File: src/rtl/video_io_pkg.sv
// Shared constants, state encoding and helpers for the video I/O register block.
package video_io_pkg;

    // Port offsets from the I/O base address
    localparam logic [3:0] OFF_MODE  = 4'h8;
    localparam logic [3:0] OFF_COLOR = 4'h9;
    localparam logic [3:0] OFF_TANDY = 4'hA;   // write: Tandy index/data, read: status
    localparam logic [3:0] OFF_RSVD  = 4'hE;   // reserved, writes have no effect

    // Tandy indexed-register codes
    localparam logic [4:0] IDX_BORDER   = 5'h02;
    localparam logic [4:0] IDX_PAL_BASE = 5'h10;

    // Reset constants
    localparam logic [7:0] MODE_RST = 8'h29;

    // Wait-state generator states
    typedef enum logic [1:0] {
        WG_IDLE = 2'd0,
        WG_WAIT = 2'd1,
        WG_HOLD = 2'd2
    } wg_state_t;

    // Status byte as seen by the CPU on a read of the status port
    function automatic logic [7:0] status_byte(input logic vs, input logic de);
        return {4'b1111, vs, 2'b10, ~de};
    endfunction

endpackage

File: src/rtl/video_io_waitgen.sv
// ISA wait-state generator: holds bus_rdy low for WAIT_CYCLES clocks once a
// decoded I/O strobe is seen, then keeps it high until both strobes release.
module video_io_waitgen
    import video_io_pkg::*;
#(
    parameter int WAIT_CYCLES = 4
)(
    input  logic clk,
    input  logic reset,
    input  logic i_req,       // decoded port with a synced strobe low
    input  logic i_ior_s2,
    input  logic i_iow_s2,
    output logic o_rdy
);

    wg_state_t  r_state;
    logic [3:0] r_cnt;
    logic       r_rdy;

    // Wait FSM with registered ready output
    always_ff @(posedge clk or posedge reset) begin
        if (reset) begin
            r_state <= WG_IDLE;
            r_cnt   <= 4'd0;
            r_rdy   <= 1'b1;
        end else begin
            case (r_state)
                WG_IDLE: begin
                    if (i_req) begin
                        r_state <= WG_WAIT;
                        r_cnt   <= 4'(WAIT_CYCLES);
                        r_rdy   <= 1'b0;
                    end
                end
                WG_WAIT: begin
                    r_cnt <= r_cnt - 4'd1;
                    // Counter reaches zero on this edge: release the bus
                    if (r_cnt == 4'd1) begin
                        r_state <= WG_HOLD;
                        r_rdy   <= 1'b1;
                    end
                end
                WG_HOLD: begin
                    r_rdy <= 1'b1;
                    if (i_ior_s2 && i_iow_s2)
                        r_state <= WG_IDLE;
                end
                default: begin
                    r_state <= WG_IDLE;
                    r_rdy   <= 1'b1;
                end
            endcase
        end
    end

    assign o_rdy = r_rdy;

endmodule

File: src/rtl/video_io_regs.sv
// ISA I/O register block for the CGA/Tandy video path: mode/colour registers,
// status port, Tandy index/data port with vsync-committed palette and border.
module video_io_regs
    import video_io_pkg::*;
#(
    parameter logic [15:0] IO_BASE_ADDR = 16'h3D0,
    parameter int          PAL_DEPTH    = 16,
    parameter int          PAL_WIDTH    = 4,
    parameter int          VSYNC_COMMIT = 1,
    parameter int          USE_BUS_WAIT = 0,
    parameter int          WAIT_CYCLES  = 4
)(
    input  logic                         clk,
    input  logic                         reset,
    input  logic [14:0]                  bus_a,
    input  logic                         bus_ior_l,
    input  logic                         bus_iow_l,
    input  logic                         bus_aen,
    input  logic [7:0]                   bus_d,
    output logic [7:0]                   bus_out,
    output logic                         bus_dir,
    output logic                         bus_rdy,
    input  logic                         vsync,
    input  logic                         display_enable,
    output logic [7:0]                   mode_reg,
    output logic [7:0]                   color_reg,
    input  logic [$clog2(PAL_DEPTH)-1:0] pal_rd_idx,
    output logic [PAL_WIDTH-1:0]         pal_rd_data,
    output logic [3:0]                   border_color,
    output logic                         reg_update
);

    localparam int IDX_W = $clog2(PAL_DEPTH);

    // Strobe synchronisers (idle high) and registered vsync
    logic r_ior_s1, r_ior_s2, r_ior_s3;
    logic r_iow_s1, r_iow_s2, r_iow_s3;
    logic r_vsync_q;

    // Programmer-visible state
    logic [7:0]           r_mode_reg;
    logic [7:0]           r_color_reg;
    logic                 r_ff;
    logic [4:0]           r_index;
    logic [3:0]           r_border_shadow;
    logic [3:0]           r_border_act;
    logic [PAL_WIDTH-1:0] r_pal_shadow [PAL_DEPTH];
    logic [PAL_WIDTH-1:0] r_pal_act    [PAL_DEPTH];
    logic                 r_reg_update;

    // Decode and events
    logic [14:0]          w_off;
    logic                 w_hit_lo;
    logic                 w_dec_mode;
    logic                 w_dec_color;
    logic                 w_dec_tandy;
    logic                 w_iow_ev;
    logic                 w_ior_ev;
    logic                 w_tandy_data_wr;
    logic [4:0]           w_pal_off;
    logic                 w_pal_hit;
    logic [IDX_W-1:0]     w_pal_n;
    logic                 w_shadow_wr;
    logic                 w_commit;
    logic [3:0]           w_border_next;
    logic [PAL_WIDTH-1:0] w_pal_next [PAL_DEPTH];

    // Offset from the base; only +0..+F of the base decode at all
    assign w_off       = bus_a - IO_BASE_ADDR[14:0];
    assign w_hit_lo    = ~bus_aen && (w_off[14:4] == 11'd0);
    assign w_dec_mode  = w_hit_lo && (w_off[3:0] == OFF_MODE);
    assign w_dec_color = w_hit_lo && (w_off[3:0] == OFF_COLOR);
    assign w_dec_tandy = w_hit_lo && (w_off[3:0] == OFF_TANDY);

    // One event per strobe: the synced strobe has just gone low
    assign w_iow_ev = r_iow_s3 & ~r_iow_s2;
    assign w_ior_ev = r_ior_s3 & ~r_ior_s2;

    assign w_tandy_data_wr = w_iow_ev && w_dec_tandy && r_ff;
    assign w_pal_off       = r_index - IDX_PAL_BASE;
    assign w_pal_hit       = (r_index >= IDX_PAL_BASE) && (w_pal_off < 5'(PAL_DEPTH));
    assign w_pal_n         = w_pal_off[IDX_W-1:0];

    // Synchronise the asynchronous ISA strobes and register vsync for edge detect
    always_ff @(posedge clk or posedge reset) begin
        if (reset) begin
            r_ior_s1  <= 1'b1;
            r_ior_s2  <= 1'b1;
            r_ior_s3  <= 1'b1;
            r_iow_s1  <= 1'b1;
            r_iow_s2  <= 1'b1;
            r_iow_s3  <= 1'b1;
            r_vsync_q <= 1'b0;
        end else begin
            // NOTE: non-blocking assignments let each flop take its neighbour's old value, forming a true chain.
            r_ior_s1  <= bus_ior_l;
            r_ior_s2  <= r_ior_s1;
            r_ior_s3  <= r_ior_s2;
            r_iow_s1  <= bus_iow_l;
            r_iow_s2  <= r_iow_s1;
            r_iow_s3  <= r_iow_s2;
            r_vsync_q <= vsync;
        end
    end

    // Next shadow contents including any Tandy data write in this cycle
    always_comb begin
        // NOTE: defaults first so every path assigns every output and no latch is inferred.
        w_pal_next    = r_pal_shadow;
        w_border_next = r_border_shadow;
        w_shadow_wr   = 1'b0;
        if (w_tandy_data_wr) begin
            if (r_index == IDX_BORDER) begin
                w_border_next = bus_d[3:0];
                w_shadow_wr   = 1'b1;
            end else if (w_pal_hit) begin
                w_pal_next[w_pal_n] = bus_d[PAL_WIDTH-1:0];
                w_shadow_wr         = 1'b1;
            end
        end
    end

    // Commit on the vsync rising edge, or on every shadow write when immediate
    assign w_commit = (VSYNC_COMMIT != 0) ? (vsync & ~r_vsync_q) : w_shadow_wr;

    // Direct registers, Tandy index flip-flop and the shadow/active register pairs
    always_ff @(posedge clk or posedge reset) begin
        if (reset) begin
            r_mode_reg      <= MODE_RST;
            r_color_reg     <= 8'h00;
            r_ff            <= 1'b0;
            r_index         <= 5'd0;
            r_border_shadow <= 4'd0;
            r_border_act    <= 4'd0;
            r_reg_update    <= 1'b0;
            // NOTE: the palette is a handful of flops with defined reset contents, so it is reset explicitly rather than treated as RAM.
            for (int i = 0; i < PAL_DEPTH; i++) begin
                r_pal_shadow[i] <= PAL_WIDTH'(i);
                r_pal_act[i]    <= PAL_WIDTH'(i);
            end
        end else begin
            r_reg_update <= w_commit;

            if (w_iow_ev && w_dec_mode)
                r_mode_reg <= bus_d;
            if (w_iow_ev && w_dec_color)
                r_color_reg <= bus_d;

            if (w_iow_ev && w_dec_tandy) begin
                if (!r_ff) begin
                    r_index <= bus_d[4:0];
                    r_ff    <= 1'b1;
                end else begin
                    r_ff    <= 1'b0;
                end
            end else if (w_ior_ev && w_dec_tandy) begin
                // Reading status re-arms the port for an index write
                r_ff <= 1'b0;
            end

            r_pal_shadow    <= w_pal_next;
            r_border_shadow <= w_border_next;
            if (w_commit) begin
                r_pal_act    <= w_pal_next;
                r_border_act <= w_border_next;
            end
        end
    end

    // Optional wait-state generator on decoded +8..+F cycles
    generate
        if (USE_BUS_WAIT != 0) begin : g_wait
            logic w_wait_req;
            assign w_wait_req = w_hit_lo && w_off[3] && (~r_ior_s2 || ~r_iow_s2);
            video_io_waitgen #(
                .WAIT_CYCLES (WAIT_CYCLES)
            ) u_waitgen (
                .clk      (clk),
                .reset    (reset),
                .i_req    (w_wait_req),
                .i_ior_s2 (r_ior_s2),
                .i_iow_s2 (r_iow_s2),
                .o_rdy    (bus_rdy)
            );
        end else begin : g_nowait
            assign bus_rdy = 1'b1;
        end
    endgenerate

    assign bus_dir      = w_dec_tandy && ~bus_ior_l;
    assign bus_out      = bus_dir ? status_byte(vsync, display_enable) : 8'h00;
    assign mode_reg     = r_mode_reg;
    assign color_reg    = r_color_reg;
    assign pal_rd_data  = r_pal_act[pal_rd_idx];
    assign border_color = r_border_act;
    assign reg_update   = r_reg_update;

endmodule

File: config.mk
export PLATFORM = sky130hd
export DESIGN_NAME = video_io_regs
export DESIGN_NICKNAME = d
export VERILOG_FILES = /design/src/rtl/video_io_pkg.sv /design/src/rtl/video_io_waitgen.sv /design/src/rtl/video_io_regs.sv
export SDC_FILE = /design/constraint.sdc
export NUM_CORES = 1
export LEC_CHECK = 0
export BUFFER_PORTS_ARGS = -buffer_cell sky130_fd_sc_hd__buf_2
export CORE_UTILIZATION = 57
export CTS_BUF_LIST = sky130_fd_sc_hd__clkbuf_4 sky130_fd_sc_hd__clkbuf_8 sky130_fd_sc_hd__clkbuf_16
export DETAILED_ROUTE_END_ITERATION = 12
export PLACE_DENSITY = 0.74
export SYNTH_ARGS = -nofsm -noshare
export SYNTH_HDL_FRONTEND = slang
export SYNTH_SLANG_ARGS = --single-unit
File: constraint.sdc
create_clock -name clk -period 5.4 [get_ports clk]
set_input_delay 0.54 -clock clk [delete_from_list [all_inputs] [get_ports clk]]
set_output_delay 0.54 -clock clk [all_outputs]
set_load 0.01 [all_outputs]
==> out/metrics.yaml, run 1 <==
cts_root_buf: "clkbuf_16"
dp_cells: 900
setup_tns_ps: 0
syn_area_sq_um: 7680
crit_family: "simple AND/OR/NAND/NOR gates"
synth_edf_count: 0
antenna_found_initial: 0
min_from: "bus_iow_l"
die_y_um: 118
ant_nets: 0
worst_slack_ps: 1930
ioPinCount: 69
slowest_delay_ps: 740
clock_latency_ps: 430
p_leak_nw: 3.66
syn-instance-count: 720
cts.sinks: 166
yosys.cell_types.count: 45
critPathBufInv: 3
timing.rr.start: "r_index[4]"
clk_path_buf_depth: 2
start_kind: "primary input"
synth_flop_cell: "dfrtp_1"
status: "completed"
synth_seq_area_share: 0.553
areaGrowthSynthToFinish_pct: 11.5
crit_chain: "buf_2, or4_1, or4_1, buf_4, nor3_1, and2_1, buf_2"
cts_made_buffers: 17
critPathMaxFanout: 26
grtUsageTotal: 0.302
htree_levels: 4
place_ws_ps: 1920
dp_hpwl_mm: 13.2
grt_pass1_vias: 5914
crit_arrival_ps: 2930
largestRegisters: "r_pal_act: 64 flops, r_pal_shadow: 64 flops"
drc_errors: 0
synthMuxAreaShare: 0.0958
cp-startpoint: "bus_a[12]"
vdd_drop_max_uv: 190
synth_simple_gate_area_frac: 0.157
core_sq_um: 13200
vias_per_cell: 6.50
slew_violations: 0
yosys_warnings: 0
grt_start_max_net_pins: 123
fin_crit_sh: 0.643
setup_viol: 0
synthAdderAreaFrac: 0
synth_top_family_by_area: "simple AND/OR/NAND/NOR gates"
whs_ps: 207
grt_pass1_wl_mm: 31.9
start_util: 0.582
synthesis.nets: 754
layout.cells.non_filler: 931
powerDensity_nw_per_um2: 313
overflow: 0
min_path_type: "primary input to flop"
dr.pass1.iters: 5
drive_gt1_frac: 0.305
hold_violations: 0
ys_ff_latch: 166
fin_crit_ps: 3470
slew_headroom: 0.251
die_area_sq_um: 13900
finalNetCount: 777
cpMaxStageDelayCell: "or4_1"
cts.repair.resized: 0
async_flop_share: 1.00
tritoncts: "done"
rsz0062_at_grt: "false"
diodes: 0
avgSynthCellArea_sq_um: 10.7
p_total_mw: 2.68
synth-compound-area-share: 0.151
finalClockSkew_ps: 11.4
fp.dieW_um: 118
routedWlPerCell_um: 21.3
place_congestion: 0.855
portBuffers: 66
fmax_mhz: 288
max_cap_violations: 0
rows: 42
critPathRequiredTime_ps: 4860
synthXorXnorAreaFrac: 0
wl_mm: 19.8
worstMarginPinSlew_ps: 1120
drt_iter0_markers: 638
post_cts.repair.setup_buffers: 0
vias: 6055
critPathKind: "primary input to primary output"
critPathCaptureType: "primary output"
cts.clk_slew.worst_paths_ps: 60
hold_buffers: 0
## report_power, final
part | leakage (nW) | total [mW] | internal, mW | switching, mW
Sequential | 1.99 | 1.35 | 1.31 | 0.0341
Combinational | 1.40 | 0.203 | 0.0846 | 0.118
Clock | 0.269 | 1.12 | 0.660 | 0.465
Total | 3.66 | 2.68 | 2.06 | 0.617
## cell usage in the layout (no fill, tap or decap), types with 12 or more instances in the layout
cell,n
o21ai_0,103
dfrtp_1,93
dfstp_2,73
buf_2,66
nor2_1,61
nand2_1,52
a21oi_1,49
a31oi_1,32
nand4_1,25
mux4_2,20
clkbuf_16,17
nor4_1,14
nand3_1,13
o31ai_1,13
mux2_4,13
a22oi_1,12
## routing by layer
metal / track usage / up-vias / wire [um]
met5: 0 / - / 0
met4: 0.130 / 0 / 488
met3: 0.0664 / 39 / 1620
met2: 0.467 / 299 / 9330
met1: 0.415 / 3030 / 8410
li1: - / 2687 / -
## final timing paths
path | cells past startpoint | to | slack, ps
hold reg to reg | 0 | r_iow_s2 | 360
hold / removal | 1 | r_iow_s1 | 210
max in group asynchronous | 3 | r_pal_act[24] | 3870
setup reg to reg | 4 | r_pal_shadow[53] | 2440
min in group asynchronous | 2 | color_reg[4] | 320
setup / recovery | 7 | bus_out[3] | 1930
## final cells by class
cell class	count	area [sq um]
tap	176	220
inverter	4	20.0
fill	1041	4630
timing repair buffer	75	398
clock inverter	9	81.3
clock buffer	22	469
sequential	166	4250
multi-input combinational	479	3130
## Yosys cell counts (13+ instances only)
| cell | n | area (sq um) |
|---|---|---|
| mux4_2 | 20 | 450 |
| nor2_1 | 61 | 229 |
| mux2_4 | 13 | 195 |
| nor4_1 | 17 | 106 |
| nand3_1 | 13 | 65.1 |
| nand4_1 | 25 | 156 |
| dfrtp_1 | 93 | 2330 |
| a21oi_1 | 49 | 245 |
| dfstp_2 | 73 | 1920 |
| a31oi_1 | 32 | 200 |
| o21ai_0 | 103 | 515 |
| nand2_1 | 52 | 195 |
| o31ai_1 | 13 | 97.6 |
| clkbuf_1 | 53 | 199 |
## kinds of logic after synthesis
kind of cell	after synthesis
simple gates	225
flops	166
mux	41
other cells	2
buf+inv	75
compound gates	211
## metrics by stage
step,utilization,area (sq um)
2_1_floorplan,-,7680
3_3_place_gp,0.607,8010
3_5_place_dp,0.607,8010
4_1_cts,0.649,8560
5_1_grt,0.649,8560
6_report,0.649,8560
Power figures use the tool's default switching activity.
==> run 2, diff against run 1 <==
--- a/config.mk
+++ b/config.mk
@@ -6,10 +6,10 @@
 export NUM_CORES = 1
 export LEC_CHECK = 0
 export BUFFER_PORTS_ARGS = -buffer_cell sky130_fd_sc_hd__buf_2
-export CORE_UTILIZATION = 57
+export CORE_UTILIZATION = 54
 export CTS_BUF_LIST = sky130_fd_sc_hd__clkbuf_4 sky130_fd_sc_hd__clkbuf_8 sky130_fd_sc_hd__clkbuf_16
 export DETAILED_ROUTE_END_ITERATION = 12
-export PLACE_DENSITY = 0.74
+export PLACE_DENSITY = 0.73
 export SYNTH_ARGS = -nofsm -noshare
 export SYNTH_HDL_FRONTEND = slang
 export SYNTH_SLANG_ARGS = --single-unit
==> constraint.sdc (replaced) <==
create_clock -name clk -period 2.93 [get_ports clk]
set_input_delay 0.293 -clock clk [delete_from_list [all_inputs] [get_ports clk]]
set_output_delay 0.293 -clock clk [all_outputs]
set_load 0.01 [all_outputs]
==> out/metrics.yaml, run 2 (synthesis gave the netlist of run 1 again) <==
overflow: 0  # unchanged
min_path_type: "primary input to asynchronous set/reset pin"  # was primary input to flop
critPathMaxFanout: 17  # was 26
p_leak_nw: 3.81  # was 3.66 nW
place_congestion: 0.907  # was 0.855
final_cell_mix: "o21ai_0 (103), dfrtp_1 (93), dfstp_2 (73)"  # unchanged
slew_headroom: 0.488  # was 0.251
final_common_cell: "o21ai_0"  # unchanged
rows: 43  # was 42
setup_viol: 0  # unchanged
routedWlPerCell_um: 21.6  # was 21.3 um
largestRegisters: "r_pal_act: 64 flops, r_pal_shadow: 64 flops"  # unchanged
ioPinCount: 69  # unchanged
slew_violations: 0  # unchanged
powerDensity_nw_per_um2: 592  # was 313 nW/um^2
cts.sinks: 166  # unchanged
whs_ps: -5.11  # was 207 ps
clock_latency_ps: 430  # about the same
die_area_sq_um: 14700  # was 13900 sq um
finalNetCount: 799  # was 777
cts_made_buffers: 17  # unchanged
drive_gt1_frac: 0.321  # was 0.305
die_y_um: 121  # was 118 um
violations: "hold timing"
antenna_found_initial: 0  # unchanged
drt_iter0_markers: 735  # was 638
fp.dieW_um: 121  # was 118 um
hold_violations: 3  # was 0
start_kind: "primary input"  # unchanged
drc_errors: 0  # unchanged
finalClockSkew_ps: 5.96  # was 11.4 ps
dr.pass1.iters: 6  # was 5
wl_met1_mm: 8.39  # was 8.41 mm
dp_cells: 923  # was 900
vdd_drop_max_uv: 391  # was 190 uV
grt_start_max_net_pins: 90  # was 123
dp_hpwl_mm: 13.7  # was 13.2 mm
critPathCaptureType: "primary output"  # unchanged
crit_arrival_ps: 2400  # was 2930 ps
areaGrowthSynthToFinish_pct: 15.1  # was 11.5%
top_layer: "met4"  # unchanged
portBuffers: 66  # unchanged
tritoncts: "done"  # unchanged
max_cap_violations: 0  # unchanged
grt_pass1_vias: 6108  # was 5914
clk_path_buf_depth: 2  # unchanged
ant_nets: 0  # unchanged
diodes: 0  # unchanged
setup_tns_ps: 0  # unchanged
critPathKind: "primary input to primary output"  # unchanged
cts.clk_slew.worst_paths_ps: 60  # about the same
grtUsageTotal: 0.304  # was 0.302
htree_levels: 4  # unchanged
vias_per_cell: 6.48  # was 6.50
layout.cells.non_filler: 958  # was 931
fillers: 1076  # was 1041
core_sq_um: 13900  # was 13200 sq um
start_util: 0.553  # was 0.582
rsz0062_at_grt: "false"  # unchanged
status: "complete, but fails checks"  # was completed
cts_root_buf: "clkbuf_16"  # unchanged
grt_pass1_wl_mm: 33.2  # was 31.9 mm
wl_mm: 20.7  # was 19.8 mm
fin_crit_sh: 0.920
fmax_mhz: 371
critPathRequiredTime_ps: 2640  # was 4860 ps
vias: 6211  # was 6055
dr_wl_met2_mm: 9.81  # was 9.33 mm
worstMarginPinSlew_ps: 766  # was 1120 ps
met3_length_mm: 1.99  # was 1.62 mm
fin_crit_ps: 2700
[run 2: cell types whose count changed in the layout (fill, tap and decap cells not counted)]
| cell | change |
|---|---|
| clkinv_4 | -1 |
| clkbuf_8 | +3 |
| buf_4 | +17 |
| buf_12 | +2 |
| bufinv_16 | +2 |
| dlygate4sd3_1 | +3 |
| clkinv_2 | -1 |
| clkbuf_4 | -1 |
| inv_6 | -1 |
[run 2: per-stage QoR]
step	power (mW)	cell area [sq um]	hold slack [ps]	setup slack [ps]	util
global placement	2.89	8180	347	140	0.590
CTS	5.23	8840	12.8	245	0.637
global route	5.38	8840	58.0	118	0.637
detailed placement	2.91	8180	348	104	0.590
finish	5.23	8840	-5.11	235	0.637
floorplan	2.76	7680	297	354	-
[run 2: cell type report]
cell class | instances | area [sq um] | area share
Sequential cell | 166 | 4250 | 0.480
Multi-Input combinational cell | 479 | 3130 | 0.354
Timing Repair Buffer | 97 | 596 | 0.0674
Clock buffer | 24 | 503 | 0.0569
Tap cell | 180 | 225 | 0.0255
Clock inverter | 8 | 120 | 0.0136
Inverter | 4 | 18.8 | 0.00212
[run 2: worst max-delay path, stage by stage]
cell    delay (ps)
buf_2          100
or4_1          550
or4_1          590
buf_4          250
nor3_1         180
buf_4          160
and2_1         130
buf_2          130
[run 2: routing by layer]
metal / vias up / track usage
li1: 2731 / -
met1: 3101 / 0.422
met2: 333 / 0.459
met3: 46 / 0.0686
met4: 0 / 0.137
met5: - / 0
[run 2: final timing paths]
kind | start | end | slack [ps] | cells past startpoint
max in group asynchronous | reset | r_pal_act[48] | 2000 | 3
worst min register to register | r_ior_s1 | r_ior_s2 | 360 | 0
min in group clk | bus_d[7] | mode_reg[7] | 110 | 2
worst min-delay path | reset | r_pal_shadow[13] | -5 | 2
worst max register to register | r_index[0] | r_pal_shadow[16] | 660 | 4
worst max-delay path | bus_a[12] | bus_out[3] | 230 | 8
[run 2: timing repair]
item	in CTS	in global routing
resized for setup	0	0
hold buffers	3	0
endpoints found under the hold margin	3	0
setup buffers	0	0
[run 2: power breakdown]
part / internal [mW] / switching [mW]
logic: 0.167 / 0.226
clock network: 1.45 / 0.890
registers: 2.42 / 0.0661
